--- src/rtl/usb_rx_block_assembler_if.sv ---
// rtl/usb_rx_block_assembler_if.sv - 128-bit block handshake channel from the USB rx assembler to the AES core
// Purpose: carries assembled payload blocks with a valid/ready handshake.
// Signals: block_data (first payload byte in [127:120]), block_valid, block_ready,
//          block_last (final block of a packet), block_nbytes (1..16 valid bytes).
// Modports: master = block producer (assembler), slave = block consumer (AES side).
interface usb_rx_block_assembler_if;
   logic [127:0] block_data;
   logic         block_valid;
   logic         block_ready;
   logic         block_last;
   logic [4:0]   block_nbytes;

   modport master (
      output block_data, block_valid, block_last, block_nbytes,
      input  block_ready
   );

   modport slave (
      input  block_data, block_valid, block_last, block_nbytes,
      output block_ready
   );
endinterface

--- src/rtl/usb_rx_block_assembler.sv ---
// rtl/usb_rx_block_assembler.sv - PID/CRC16 checker and 128-bit block packer for USB receive data
// Purpose: validates the DATA0/DATA1 PID, strips the trailing CRC16 through a 2-byte delay
//          line, checks it, packs payload into 16-byte blocks and reports per-packet status.
// Ports:   clk, rst (sync, active-high)
//          rx_byte_i, rx_byte_valid_i, rx_eop_i, rx_err_i - unstallable byte stream in
//          blk (master) - block_data/valid/ready/last/nbytes out
//          pkt_pid_data1_o, pkt_done_o, pkt_status_o - per-packet status pulse
//          (00 ok, 01 CRC, 10 PID, 11 overrun/overflow/rx_err)
// Option:  define USB_RX_TOGGLE_CHECK_EN to enforce DATA0/DATA1 toggle sequencing.
module usb_rx_block_assembler #(
   parameter int MAX_DATA    = 64,
   parameter int BLOCK_BYTES = 16
) (
   input  logic       clk,
   input  logic       rst,
   input  logic [7:0] rx_byte_i,
   input  logic       rx_byte_valid_i,
   input  logic       rx_eop_i,
   input  logic       rx_err_i,
   usb_rx_block_assembler_if.master blk,
   output logic       pkt_pid_data1_o,
   output logic       pkt_done_o,
   output logic [1:0] pkt_status_o
);

   typedef enum logic [2:0] {S_IDLE, S_DATA, S_CHECK, S_FLUSH, S_DROP} state_t;

   localparam logic [7:0] PID_DATA0 = 8'hC3;
   localparam logic [7:0] PID_DATA1 = 8'h4B;
   localparam logic [4:0] FILL_FULL = 5'(BLOCK_BYTES);
   localparam logic [6:0] COUNT_MAX = 7'(MAX_DATA);
   localparam logic [1:0] ST_OK   = 2'b00;
   localparam logic [1:0] ST_CRC  = 2'b01;
   localparam logic [1:0] ST_PID  = 2'b10;
   localparam logic [1:0] ST_DROP = 2'b11;

   state_t        state_q, state_d;
   logic [1:0]    status_q, status_d;
   logic          pid1_q, pid1_d;
   logic [7:0]    line0_q, line0_d;   // older byte of the delay line
   logic [7:0]    line1_q, line1_d;
   logic [1:0]    line_cnt_q, line_cnt_d;
   logic [15:0]   crc_q, crc_d;
   logic [127:0]  fill_q, fill_d;
   logic [4:0]    fill_cnt_q, fill_cnt_d;
   logic [6:0]    count_q, count_d;
   logic [127:0]  out_data_q, out_data_d;
   logic          out_valid_q, out_valid_d;
   logic          out_last_q, out_last_d;
   logic [4:0]    out_nbytes_q, out_nbytes_d;
   logic          overrun_q, overrun_d;

   logic          done;
   logic [1:0]    done_status;
   logic          fail;
   logic [1:0]    fail_status;
   logic [3:0]    fill_idx;
   logic [127:0]  fill_base;
   logic          out_free;
   logic          pid_ok;
   logic          toggle_mismatch;

   function automatic logic [15:0] crc16_byte(input logic [15:0] c, input logic [7:0] d);
      logic [15:0] r;
      r = c ^ {8'h00, d};
      for (int i = 0; i < 8; i++) begin
         r = r[0] ? ((r >> 1) ^ 16'hA001) : (r >> 1);
      end
      return r;
   endfunction

   assign pid_ok = (rx_byte_i[7:4] == ~rx_byte_i[3:0]) &&
                   ((rx_byte_i == PID_DATA0) || (rx_byte_i == PID_DATA1));
   // A slot being consumed this edge may be reloaded in the same edge.
   assign out_free = !out_valid_q || blk.block_ready;

`ifdef USB_RX_TOGGLE_CHECK_EN
   logic toggle_q, toggle_d;
   assign toggle_mismatch = ((rx_byte_i == PID_DATA1) != toggle_q);
   always_comb begin
      toggle_d = toggle_q;
      if (done && (done_status == ST_OK)) toggle_d = ~toggle_q;
   end
   always_ff @(posedge clk) begin
      if (rst) toggle_q <= 1'b0;
      else     toggle_q <= toggle_d;
   end
`else
   assign toggle_mismatch = 1'b0;
`endif

   always_comb begin
      state_d      = state_q;
      status_d     = status_q;
      pid1_d       = pid1_q;
      line0_d      = line0_q;
      line1_d      = line1_q;
      line_cnt_d   = line_cnt_q;
      crc_d        = crc_q;
      fill_d       = fill_q;
      fill_cnt_d   = fill_cnt_q;
      count_d      = count_q;
      out_data_d   = out_data_q;
      out_valid_d  = out_valid_q;
      out_last_d   = out_last_q;
      out_nbytes_d = out_nbytes_q;
      overrun_d    = overrun_q;
      done         = 1'b0;
      done_status  = ST_OK;
      fail         = 1'b0;
      fail_status  = ST_OK;
      fill_idx     = 4'd0;
      fill_base    = fill_q;

      if (out_valid_q && blk.block_ready) out_valid_d = 1'b0;

      case (state_q)
         S_IDLE: begin
            if (rx_byte_valid_i) begin
               pid1_d     = (rx_byte_i == PID_DATA1);
               line_cnt_d = 2'd0;
               crc_d      = 16'hFFFF;
               fill_d     = '0;
               fill_cnt_d = 5'd0;
               count_d    = 7'd0;
               if (!pid_ok || toggle_mismatch) begin
                  fail        = 1'b1;
                  fail_status = ST_PID;
               end else if (overrun_q) begin
                  // A byte was lost during the previous flush; this packet pays for it.
                  fail        = 1'b1;
                  fail_status = ST_DROP;
                  overrun_d   = 1'b0;
               end else if (rx_eop_i) begin
                  state_d = S_CHECK;
               end else begin
                  state_d = S_DATA;
               end
            end
         end
         S_DATA: begin
            if (rx_err_i) begin
               fail        = 1'b1;
               fail_status = ST_DROP;
            end else begin
               if (rx_byte_valid_i) begin
                  if (line_cnt_q == 2'd2) begin
                     // Oldest byte leaves the delay line and becomes payload.
                     if (count_q == COUNT_MAX) begin
                        fail        = 1'b1;
                        fail_status = ST_DROP;
                     end else if ((fill_cnt_q == FILL_FULL) && !out_free) begin
                        fail        = 1'b1;
                        fail_status = ST_DROP;
                     end else begin
                        if (fill_cnt_q == FILL_FULL) begin
                           out_data_d   = fill_q;
                           out_valid_d  = 1'b1;
                           out_last_d   = 1'b0;
                           out_nbytes_d = FILL_FULL;
                           fill_base    = '0;
                           fill_idx     = 4'd0;
                        end else begin
                           fill_idx = fill_cnt_q[3:0];
                        end
                        fill_d = fill_base;
                        fill_d[(15 - int'(fill_idx)) * 8 +: 8] = line0_q;
                        fill_cnt_d = {1'b0, fill_idx} + 5'd1;
                        count_d    = count_q + 7'd1;
                        crc_d      = crc16_byte(crc_q, line0_q);
                     end
                     line0_d = line1_q;
                     line1_d = rx_byte_i;
                  end else if (line_cnt_q == 2'd1) begin
                     line1_d    = rx_byte_i;
                     line_cnt_d = 2'd2;
                  end else begin
                     line0_d    = rx_byte_i;
                     line_cnt_d = 2'd1;
                  end
               end
               if (!fail && rx_eop_i) state_d = S_CHECK;
            end
         end
         S_CHECK: begin
            if (rx_err_i) begin
               fail        = 1'b1;
               fail_status = ST_DROP;
            end else if ((line_cnt_q != 2'd2) || ({line1_q, line0_q} != ~crc_q)) begin
               done        = 1'b1;
               done_status = ST_CRC;
               state_d     = S_IDLE;
            end else if (fill_cnt_q == 5'd0) begin
               done    = 1'b1;
               state_d = S_IDLE;
            end else begin
               state_d = S_FLUSH;
            end
         end
         S_FLUSH: begin
            if (rx_err_i) begin
               fail        = 1'b1;
               fail_status = ST_DROP;
            end else begin
               if (rx_byte_valid_i) overrun_d = 1'b1;
               if (out_free) begin
                  out_data_d   = fill_q;
                  out_valid_d  = 1'b1;
                  out_last_d   = 1'b1;
                  out_nbytes_d = fill_cnt_q;
                  done         = 1'b1;
                  state_d      = S_IDLE;
               end
            end
         end
         S_DROP: begin
            if (rx_err_i) begin
               fail        = 1'b1;
               fail_status = ST_DROP;
            end else if (rx_eop_i) begin
               done        = 1'b1;
               done_status = status_q;
               state_d     = S_IDLE;
            end
         end
         default: state_d = S_IDLE;
      endcase

      // An error coinciding with eop completes the packet immediately.
      if (fail) begin
         if (rx_eop_i) begin
            done        = 1'b1;
            done_status = fail_status;
            state_d     = S_IDLE;
         end else begin
            state_d  = S_DROP;
            status_d = fail_status;
         end
      end
   end

   always_ff @(posedge clk) begin
      if (rst) begin
         state_q      <= S_IDLE;
         status_q     <= 2'b00;
         pid1_q       <= 1'b0;
         line0_q      <= 8'h00;
         line1_q      <= 8'h00;
         line_cnt_q   <= 2'd0;
         crc_q        <= 16'hFFFF;
         fill_q       <= '0;
         fill_cnt_q   <= 5'd0;
         count_q      <= 7'd0;
         out_data_q   <= '0;
         out_valid_q  <= 1'b0;
         out_last_q   <= 1'b0;
         out_nbytes_q <= 5'd0;
         overrun_q    <= 1'b0;
      end else begin
         state_q      <= state_d;
         status_q     <= status_d;
         pid1_q       <= pid1_d;
         line0_q      <= line0_d;
         line1_q      <= line1_d;
         line_cnt_q   <= line_cnt_d;
         crc_q        <= crc_d;
         fill_q       <= fill_d;
         fill_cnt_q   <= fill_cnt_d;
         count_q      <= count_d;
         out_data_q   <= out_data_d;
         out_valid_q  <= out_valid_d;
         out_last_q   <= out_last_d;
         out_nbytes_q <= out_nbytes_d;
         overrun_q    <= overrun_d;
      end
   end

   assign blk.block_data   = out_data_q;
   assign blk.block_valid  = out_valid_q;
   assign blk.block_last   = out_last_q;
   assign blk.block_nbytes = out_nbytes_q;
   assign pkt_done_o       = done;
   assign pkt_status_o     = done_status;
   assign pkt_pid_data1_o  = done & pid1_q;

endmodule
--- src/flat_wrapper.sv ---
// flat-port wrapper written by rule: the top's interface ports become plain ports
module usb_rx_block_assembler_flat 
#(
   parameter int MAX_DATA    = 64,
   parameter int BLOCK_BYTES = 16
)
  (clk, rst, rx_byte_i, rx_byte_valid_i, rx_eop_i, rx_err_i, pkt_pid_data1_o, pkt_done_o, pkt_status_o, blk_block_data, blk_block_valid, blk_block_last, blk_block_nbytes, blk_block_ready);
  usb_rx_block_assembler_if blk_i ();
  input  logic clk;
  input  logic rst;
  input  logic [7:0] rx_byte_i;
  input  logic rx_byte_valid_i;
  input  logic rx_eop_i;
  input  logic rx_err_i;
  output logic pkt_pid_data1_o;
  output logic pkt_done_o;
  output logic [1:0] pkt_status_o;
  output wire logic [$bits(blk_i.block_data)-1:0] blk_block_data;
  output wire logic [$bits(blk_i.block_valid)-1:0] blk_block_valid;
  output wire logic [$bits(blk_i.block_last)-1:0] blk_block_last;
  output wire logic [$bits(blk_i.block_nbytes)-1:0] blk_block_nbytes;
  input wire logic [$bits(blk_i.block_ready)-1:0] blk_block_ready;
  assign blk_block_data = blk_i.block_data;
  assign blk_block_valid = blk_i.block_valid;
  assign blk_block_last = blk_i.block_last;
  assign blk_block_nbytes = blk_i.block_nbytes;
  assign blk_i.block_ready = blk_block_ready;
  usb_rx_block_assembler #(.MAX_DATA(MAX_DATA), .BLOCK_BYTES(BLOCK_BYTES)) u_core (.clk(clk), .rst(rst), .rx_byte_i(rx_byte_i), .rx_byte_valid_i(rx_byte_valid_i), .rx_eop_i(rx_eop_i), .rx_err_i(rx_err_i), .blk(blk_i), .pkt_pid_data1_o(pkt_pid_data1_o), .pkt_done_o(pkt_done_o), .pkt_status_o(pkt_status_o));
endmodule
--- config.mk ---
export PLATFORM = sky130hd
export DESIGN_NAME = usb_rx_block_assembler_flat
export DESIGN_NICKNAME = d
export VERILOG_FILES = /design/src/rtl/usb_rx_block_assembler_if.sv /design/src/rtl/usb_rx_block_assembler.sv /design/src/flat_wrapper.sv
export SDC_FILE = /design/constraint.sdc
export NUM_CORES = 1
export LEC_CHECK = 0
export CORE_ASPECT_RATIO = 0.75
export CORE_MARGIN = 3
export CORE_UTILIZATION = 60
export CTS_BUF_LIST = sky130_fd_sc_hd__clkbuf_4 sky130_fd_sc_hd__clkbuf_8
export CTS_CLUSTER_DIAMETER = 120
export DETAILED_ROUTE_END_ITERATION = 6
export GPL_TIMING_DRIVEN = 0
export PLACE_DENSITY = 0.95
export REMOVE_ABC_BUFFERS = 1
export SYNTH_ARGS = -nofsm -noshare
export SYNTH_HDL_FRONTEND = slang
export SYNTH_SLANG_ARGS = --single-unit
--- constraint.sdc ---
create_clock -name clk -period 7.1 [get_ports clk]
set_clock_uncertainty 0.1 [all_clocks]
set_input_delay 2.13 -clock clk [delete_from_list [all_inputs] [get_ports clk]]
set_output_delay 2.13 -clock clk [all_outputs]
set_load 0.01 [all_outputs]
==> metrics.md, run 1 <==
| Metric | Value |
|---|---|
| IO Count | 153 |
| Diode count | 0 |
| Met3 GRT Util | 0.05534 |
| Reg-to-reg endpoint | u_core.fill_q[3] |
| Final Hold Vio Count | 0 |
| Met1 global-route usage | 0.3996 |
| Effective utilization at floorplan | 0.6251 |
| Number of synthesized flops with an enable pin | 0 |
| Final Setup Violations | 0 |
| Die Ht | 130.4 um |
| Mean Syn Cell Area | 8.491 um^2 |
| Setup Fix Bufs, Post-CTS | 0 |
| DP Worst Slack | 0.1952 ns |
| Crit path time final | 6.799 ns |
| Routability congestion estimate | 0.9220 |
| PortBufs | 152 |
| H-tree depth | 2 |
| Worst Path Buf+Inv | 2 |
| Row Count | 44 |
| DR WL/cell | 18.41 um |
| Hold-fix buffers, CTS | 0 |
| Layout cells sized above 1 | 0.06277 |
| Initial antenna violation count | 0 |
| Yosys Warn Count | 0 |
| Layout area overhead | 19.43% |
| Synthesized flop and latch total | 316 |
| Outcome | finished, final reports clean |
| Initial drt markers | 1,545 |
| CP max-delay cell | clkdlybuf4s50_1 |
| Worst hold path type | flip-flop to flip-flop |
| Maximum VDD drop | 0.1358 mV |
| Post-synth ARST share | 0 |
| Mapped Area | 0.01239 mm^2 |
| Critical Path Source Type | primary input |
| Endpoint class of the critical path | output pin |
| Synth area leaders | dfxtp_1 (51%), nand2_1 (9.3%), a22oi_1 (6.8%) |
| Setup TNS | 0 ns |
| Leading area contributor after synthesis | dfxtp_1 |
| Largest net degree at the start of global routing | 156 |
| Clk_lat worst skew | 0.55 ns |
| Cell chain of the critical path | clkdlybuf4s50_1, nand2b_1, nor3_2, o41ai_1, nand2_1, nand2_1, o21ai_0, clkdlybuf4s50_1 |
| Die X | 171.9 um |
| Post-DP HPWL | 21.41 mm |
| Hold endpoint | u_core.blk.block_data[50] |
| First-pass GRT wire length | 53.59 mm |
| Maxcap violations | 0 |
| Power per cell area | 228.1 mW/mm^2 |
| Design Area, Final | 0.01480 mm^2 |
| Cells after synthesis | 1,459 |
| Post-synth top area share | 0.5107 |
| Vias after detailed routing | 11,310 |
| Slew Limit Fails | 0 |
| Register-to-Register Path Depth | 8 |
| Area after DPL | 0.01387 mm^2 |
| Final std cells w/o fill | 1,846 |
| Die area | 0.02243 mm^2 |
| Gr ovfl total | 0 |
| Clock transition at path regs | 0.06 ns |
| Power, Total | 3.375 mW |
| Drt pass-1 iters | 6 |
| Worst Setup SP | rx_byte_valid_i |
| Worst-case clock buffer depth | 3 |
| CP max stage delay | 0.60 ns |
| Seq/Total Area, Yosys | 0.5107 |
| Final WL | 33.98 mm |
| Top Family by Delay on Critical Path | buffers and inverters |
| Crit path max fanout | 5 |
| Crit Reg-Reg Startpoint | u_core.line_cnt_q[0] |
| R2R setup slack | 3.16 ns |
| Most used routing layer | met2 |
| CP Class | primary input to output pin |
| Core area | 0.01982 mm^2 |
| GR Util met2 | 0.4665 |
| Placed instance count | 1,770 |
| TritonCTS clock tree | done |
| Max Clk Rate | 147.1 MHz |
| Slew headroom | 0.2084 |
| Worst Path Arrival | 4.57 ns |
| Hold_sp | u_core.blk.block_data[50] |
| CTS buffer count | 45 |
| Clock sinks | 316 |
| LEAKAGE | 4.952 nW |
| Vias in the first global route | 10,700 |
| Hold path cells | 2 |
| ANT nets after route | 0 |
| RSZ-0062 raised after global routing | no |
| GRT Total Usage | 0.2935 |
| Top FF cell, synth | dfxtp_1 |
| Vias per cell | 6.128 |
| Nets | 1,585 |
| CTS root buffer | clkbuf_8 |
| Post-synthesis cell type count | 63 |
| Util after Layout | 0.7465 |
| Required @ worst endpoint | 4.87 ns |
| Setup WS post-layout | 0.3012 ns |
| Period utilization | 0.9576 |
| Worst slew pin tran | 1.183 ns |
| Minimum hold slack | 0.3503 ns |
| DRC | 0 |
[kinds of logic (layout without fill, tap and decap cells)]
logic type                 after synthesis  after routing  synth area share
buffers and inverters                  107            241           0.03949
DFF                                    316            316            0.5107
and+or+nand+nor                        620            620            0.2146
adders and majority gates                7              7          0.007070
xor gates and xnor gates                38             38           0.02980
muxes                                   25             25           0.02020
AOI/OAI and AO/OA                      346            346            0.1782
[state kept, by name, indices dropped and copies added, names as in the netlist, 2 cells and up]
register,count
u_core.blk.block_data,128
u_core.fill_cnt_q,5
u_core.line1_q,8
u_core.line0_q,8
u_core.state_q,3
u_core.fill_q,128
u_core.status_q,2
u_core.line_cnt_q,2
u_core.crc_q,16
u_core.blk.block_nbytes,5
u_core.count_q,7
[power breakdown]
| part | internal (mW) | switching (mW) |
|---|---|---|
| clock network | 0.793 | 0.665 |
| logic | 0.0394 | 0.0937 |
| registers | 1.78 | 0.00664 |
[repair_timing]
action,4_1_cts,5_1_grt
gates resized for setup,0,1
endpoints found under the setup margin,0,2
hold endpoints to repair,0,0
[cell type report]
class / instances / area (um^2)
repair buffers: 155 / 1609
multi-input cells: 1036 / 5588
flip-flops and latches: 316 / 6326
clock inverters: 9 / 77.57
fillers: 1309 / 5024
clock buffers: 67 / 840.8
well taps: 253 / 316.6
inverters: 10 / 37.54
[layer usage]
metal | vias up | wire length (um)
li1 | 5223 | -
met1 | 5320 | 13830
met2 | 657 | 15710
met3 | 113 | 3362
met4 | 0 | 1069
met5 | - | 0
[tightest hold or removal path: stages (launching register included)]
cell and delay (ns):
dfxtp_1 0.31, nand2_1 0.05, a21oi_1 0.05
[synth_stat cells (all sizes together), types with 2 or more instances]
master / number
and3: 2
a21oi: 157
nand3: 16
o21bai: 5
a21o: 5
or4: 3
a22oi: 113
dfxtp: 316
nor3: 23
buf: 40
nand2b: 9
nand3b: 3
o31a: 2
or2: 3
clkbuf: 57
and3b: 2
o211ai: 10
nor3b: 3
nand4bb: 2
xor2: 7
a31oi: 2
ha: 7
nand4: 7
inv: 10
or3: 4
o21ai: 22
nor2b: 3
nor4: 16
and2: 10
or4b: 3
o21a: 6
a41oi: 2
nand2: 308
a211oi: 14
mux2i: 25
xnor2: 29
nor2: 199
[worst max-delay path by stage]
stage                                  to  slack [ns]  depth (start not counted)
final                     pkt_status_o[0]        0.30                          8
after global routing      pkt_status_o[0]        0.16                          8
after CTS                 pkt_status_o[0]        0.13                          8
after detailed placement  pkt_status_o[0]        0.20                          8
after global placement    u_core.crc_q[9]       -4.93                          3
after floorplan           pkt_pid_data1_o        1.44                          6
[cell usage in the layout, fill, tap and decap left out, types with 4 or more instances in the layout]
master / instances
mux2i_1: 25
dfxtp_1: 316
o211ai_1: 10
clkdlybuf4s50_1: 151
a211oi_1: 13
inv_1: 10
o21ai_0: 12
nor3_1: 22
a21oi_1: 156
a22oi_1: 113
nand2_1: 307
or3_1: 4
nor2_1: 199
nand4_1: 7
o21a_1: 6
xor2_1: 7
o21ai_2: 4
nand3_1: 16
xnor2_1: 28
clkbuf_4: 13
and2_1: 9
a21o_1: 5
nor4_1: 11
o21ai_1: 5
clkinv_2: 5
nand2b_1: 9
o21bai_1: 5
ha_1: 7
clkbuf_8: 54
Power figures use the tool's default switching activity.
==> inputs of run 2 (changes only) <==
MAX_ROUTING_LAYER = met4   (was unset)
==> metrics.md, run 2 (synthesis gave the netlist of run 1 again) <==
| Metric | Value |
|---|---|
| Maxcap violations | 0 (unchanged) |
| Worst hold path type | flip-flop to flip-flop |
| Final Setup Violations | 0 (unchanged) |
| Reg area | 0.006326 mm^2 (unchanged) |
| Clock sinks | 316 (unchanged) |
| Area taken by multi-input logic gates | 0.005588 mm^2 (unchanged) |
| Outcome | finished, final reports clean |
| Maximum VDD drop | 0.1439 mV (+6.0%) |
| Layout area overhead | 20.81% |
| Crit path time final | 6.716 ns (-0.08319 ns) |
| Vias in the first global route | 10,650 (-0.54%) |
| CP max stage delay | 0.56 ns (-0.04 ns) |
| DP Worst Slack | 0.2564 ns (+0.06117 ns) |
| Minimum hold slack | 0.3505 ns (+0.0001940 ns) |
| Critical Path Source Type | primary input |
| LEAKAGE | 5.050 nW (+2.0%) |
| Commonest non-fill, non-tap cell in the layout | dfxtp_1 |
| Worst Path Buf+Inv | 2 (unchanged) |
| Slew headroom | 0.2043 (-0.004035) |
| Setup WS post-layout | 0.3844 ns (+0.08319 ns) |
| Crit path max fanout | 6 (+1) |
| Max Clk Rate | 148.9 MHz (+1.2%) |
| Setup Fix Bufs, Post-CTS | 0 (unchanged) |
| Vias after detailed routing | 11,400 (+0.72%) |
| Worst Path Arrival | 4.49 ns (-0.08 ns) |
| Die X | 171.9 um (unchanged) |
| Endpoint class of the critical path | output pin |
| Die area | 0.02243 mm^2 (unchanged) |
| Final Hold Vio Count | 0 (unchanged) |
| CTS buffer count | 46 (+2.2%) |
| Layout cells sized above 1 | 0.06804 (+0.005265) |
| Cell chain of the critical path | clkdlybuf4s50_1, nand2b_1, o22a_1, o31a_1, nand2_1, nand2_1, a21boi_0, clkdlybuf4s50_1 |
| H-tree depth | 2 (unchanged) |
| Worst slew pin tran | 1.194 ns (+0.01053 ns) |
| Clk_lat worst skew | 0.56 ns (about the same) |
| Util after Layout | 0.7551 (+0.008586) |
| Effective utilization at floorplan | 0.6251 (unchanged) |
| Largest net degree at the start of global routing | 157 (+0.64%) |
| Initial antenna violation count | 0 (unchanged) |
| TritonCTS clock tree | done |
| Row Count | 44 (unchanged) |
| Gr ovfl total | 0 (unchanged) |
| Top Family by Delay on Critical Path | buffers and inverters |
| Initial drt markers | 1,561 (+1.0%) |
| Diode count | 0 (unchanged) |
| CP Class | primary input to output pin |
| DR WL/cell | 18.68 um (+1.5%) |
| GRT Total Usage | 0.3094 (+0.01586) |
| Number of fill cells | 1,237 (-5.5%) |
| Final WL | 34.65 mm (+2.0%) |
| Clock transition at path regs | 0.06 ns (about the same) |
| Post-DP HPWL | 21.64 mm (+1.0%) |
| IO Count | 153 (unchanged) |
| First-pass GRT wire length | 54.57 mm (+1.8%) |
| Drt pass-1 iters | 6 (unchanged) |
| Power per cell area | 239.0 mW/mm^2 (+4.8%) |
| DRC | 0 (unchanged) |
| Area after DPL | 0.01387 mm^2 (unchanged) |
| Nets | 1,586 (+0.063%) |
| Worst-case clock buffer depth | 3 (unchanged) |
| CP max-delay cell | clkdlybuf4s50_1 |
| Period utilization | 0.9459 (-0.01172) |
| RSZ-0062 raised after global routing | no |
| Design Area, Final | 0.01497 mm^2 (+1.2%) |
| ANT nets after route | 0 (unchanged) |
| Slew Limit Fails | 0 (unchanged) |
| CTS root buffer | clkbuf_8 |
| Routability congestion estimate | 0.9275 (+0.60%) |
| Power, Total | 3.576 mW (+6.0%) |
| Vias per cell | 6.143 (+0.24%) |
| Required @ worst endpoint | 4.87 ns (about the same) |
| Core area | 0.01982 mm^2 (unchanged) |
| PortBufs | 152 (unchanged) |
| Most frequent cells in the layout | dfxtp_1 (316), nand2_1 (307), nor2_1 (199) |
| Die Ht | 130.4 um (unchanged) |
## run 2: cell count changes in the layout (fill, tap and decap cells not counted), sizes merged
cell      before  now
clkinvlp       3    0
bufinv         1    3
clkbuf        67   75
clkinv         5    7
## run 2: worst reg2reg max path, stage by stage, from the launching register on
cell and delay, ns:
dfxtp_1 0.33, inv_1 0.10, ha_1 0.64, nand2b_1 0.14
a211oi_2 0.47, o21a_1 1.00, o21ai_1 0.57, a22oi_1 0.35
nor2_1 0.07
## run 2: final cells by class
class,count,share of cell area
Tap cell,253,0.02115
Clock inverter,10,0.008361
Timing Repair Buffer,155,0.1075
Inverter,10,0.002508
Clock buffer,75,0.06438
Sequential cell,316,0.4227
Multi-Input combinational cell,1036,0.3734
## run 2: report_power, final
part           leakage, nW  switching (mW)  internal [mW]
logic                 1.92          0.0935         0.0395
registers             2.55         0.00666           1.78
clock network        0.581           0.690          0.969
## run 2: layer usage
metal / GRT usage / wire length [um] / vias up / share of wire
met5: - / 0 / - / 0
met4: 0.1145 / 1164 / 0 / 0.034
met3: 0.05624 / 3764 / 108 / 0.11
met2: 0.4836 / 15910 / 696 / 0.46
met1: 0.4063 / 13810 / 5365 / 0.40
li1: - / - / 5226 / -
## run 2: final timing paths
| path | end | cells after the start | startpoint | slack [ns] |
|---|---|---|---|---|
| max reg2reg | u_core.fill_q[117] | 8 | u_core.line_cnt_q[0] | 3.17 |
| min reg2reg | u_core.blk.block_data[4] | 2 | u_core.blk.block_data[4] | 0.35 |
| min | u_core.blk.block_data[4] | 2 | u_core.blk.block_data[4] | 0.35 |
| max | pkt_pid_data1_o | 8 | blk_block_ready | 0.38 |
## run 2: what timing repair did
action	4_1_cts	5_1_grt
resized for setup	0	1
hold buffers	0	0
endpoints found under the setup margin	0	1
## run 2: stage by stage
step	setup TNS, ns	instances
3_3_place_gp	-969.13	1767
6_report	0	1855
4_1_cts	0	1855
3_5_place_dp	0	1770
2_1_floorplan	0	1362
5_1_grt	0	1855
==> inputs of run 3 (changes only) <==
MAX_ROUTING_LAYER = unset   (was met4)
==> results of run 3 <==
No change in the layout: final DEF, timing and power equal those of run 1.
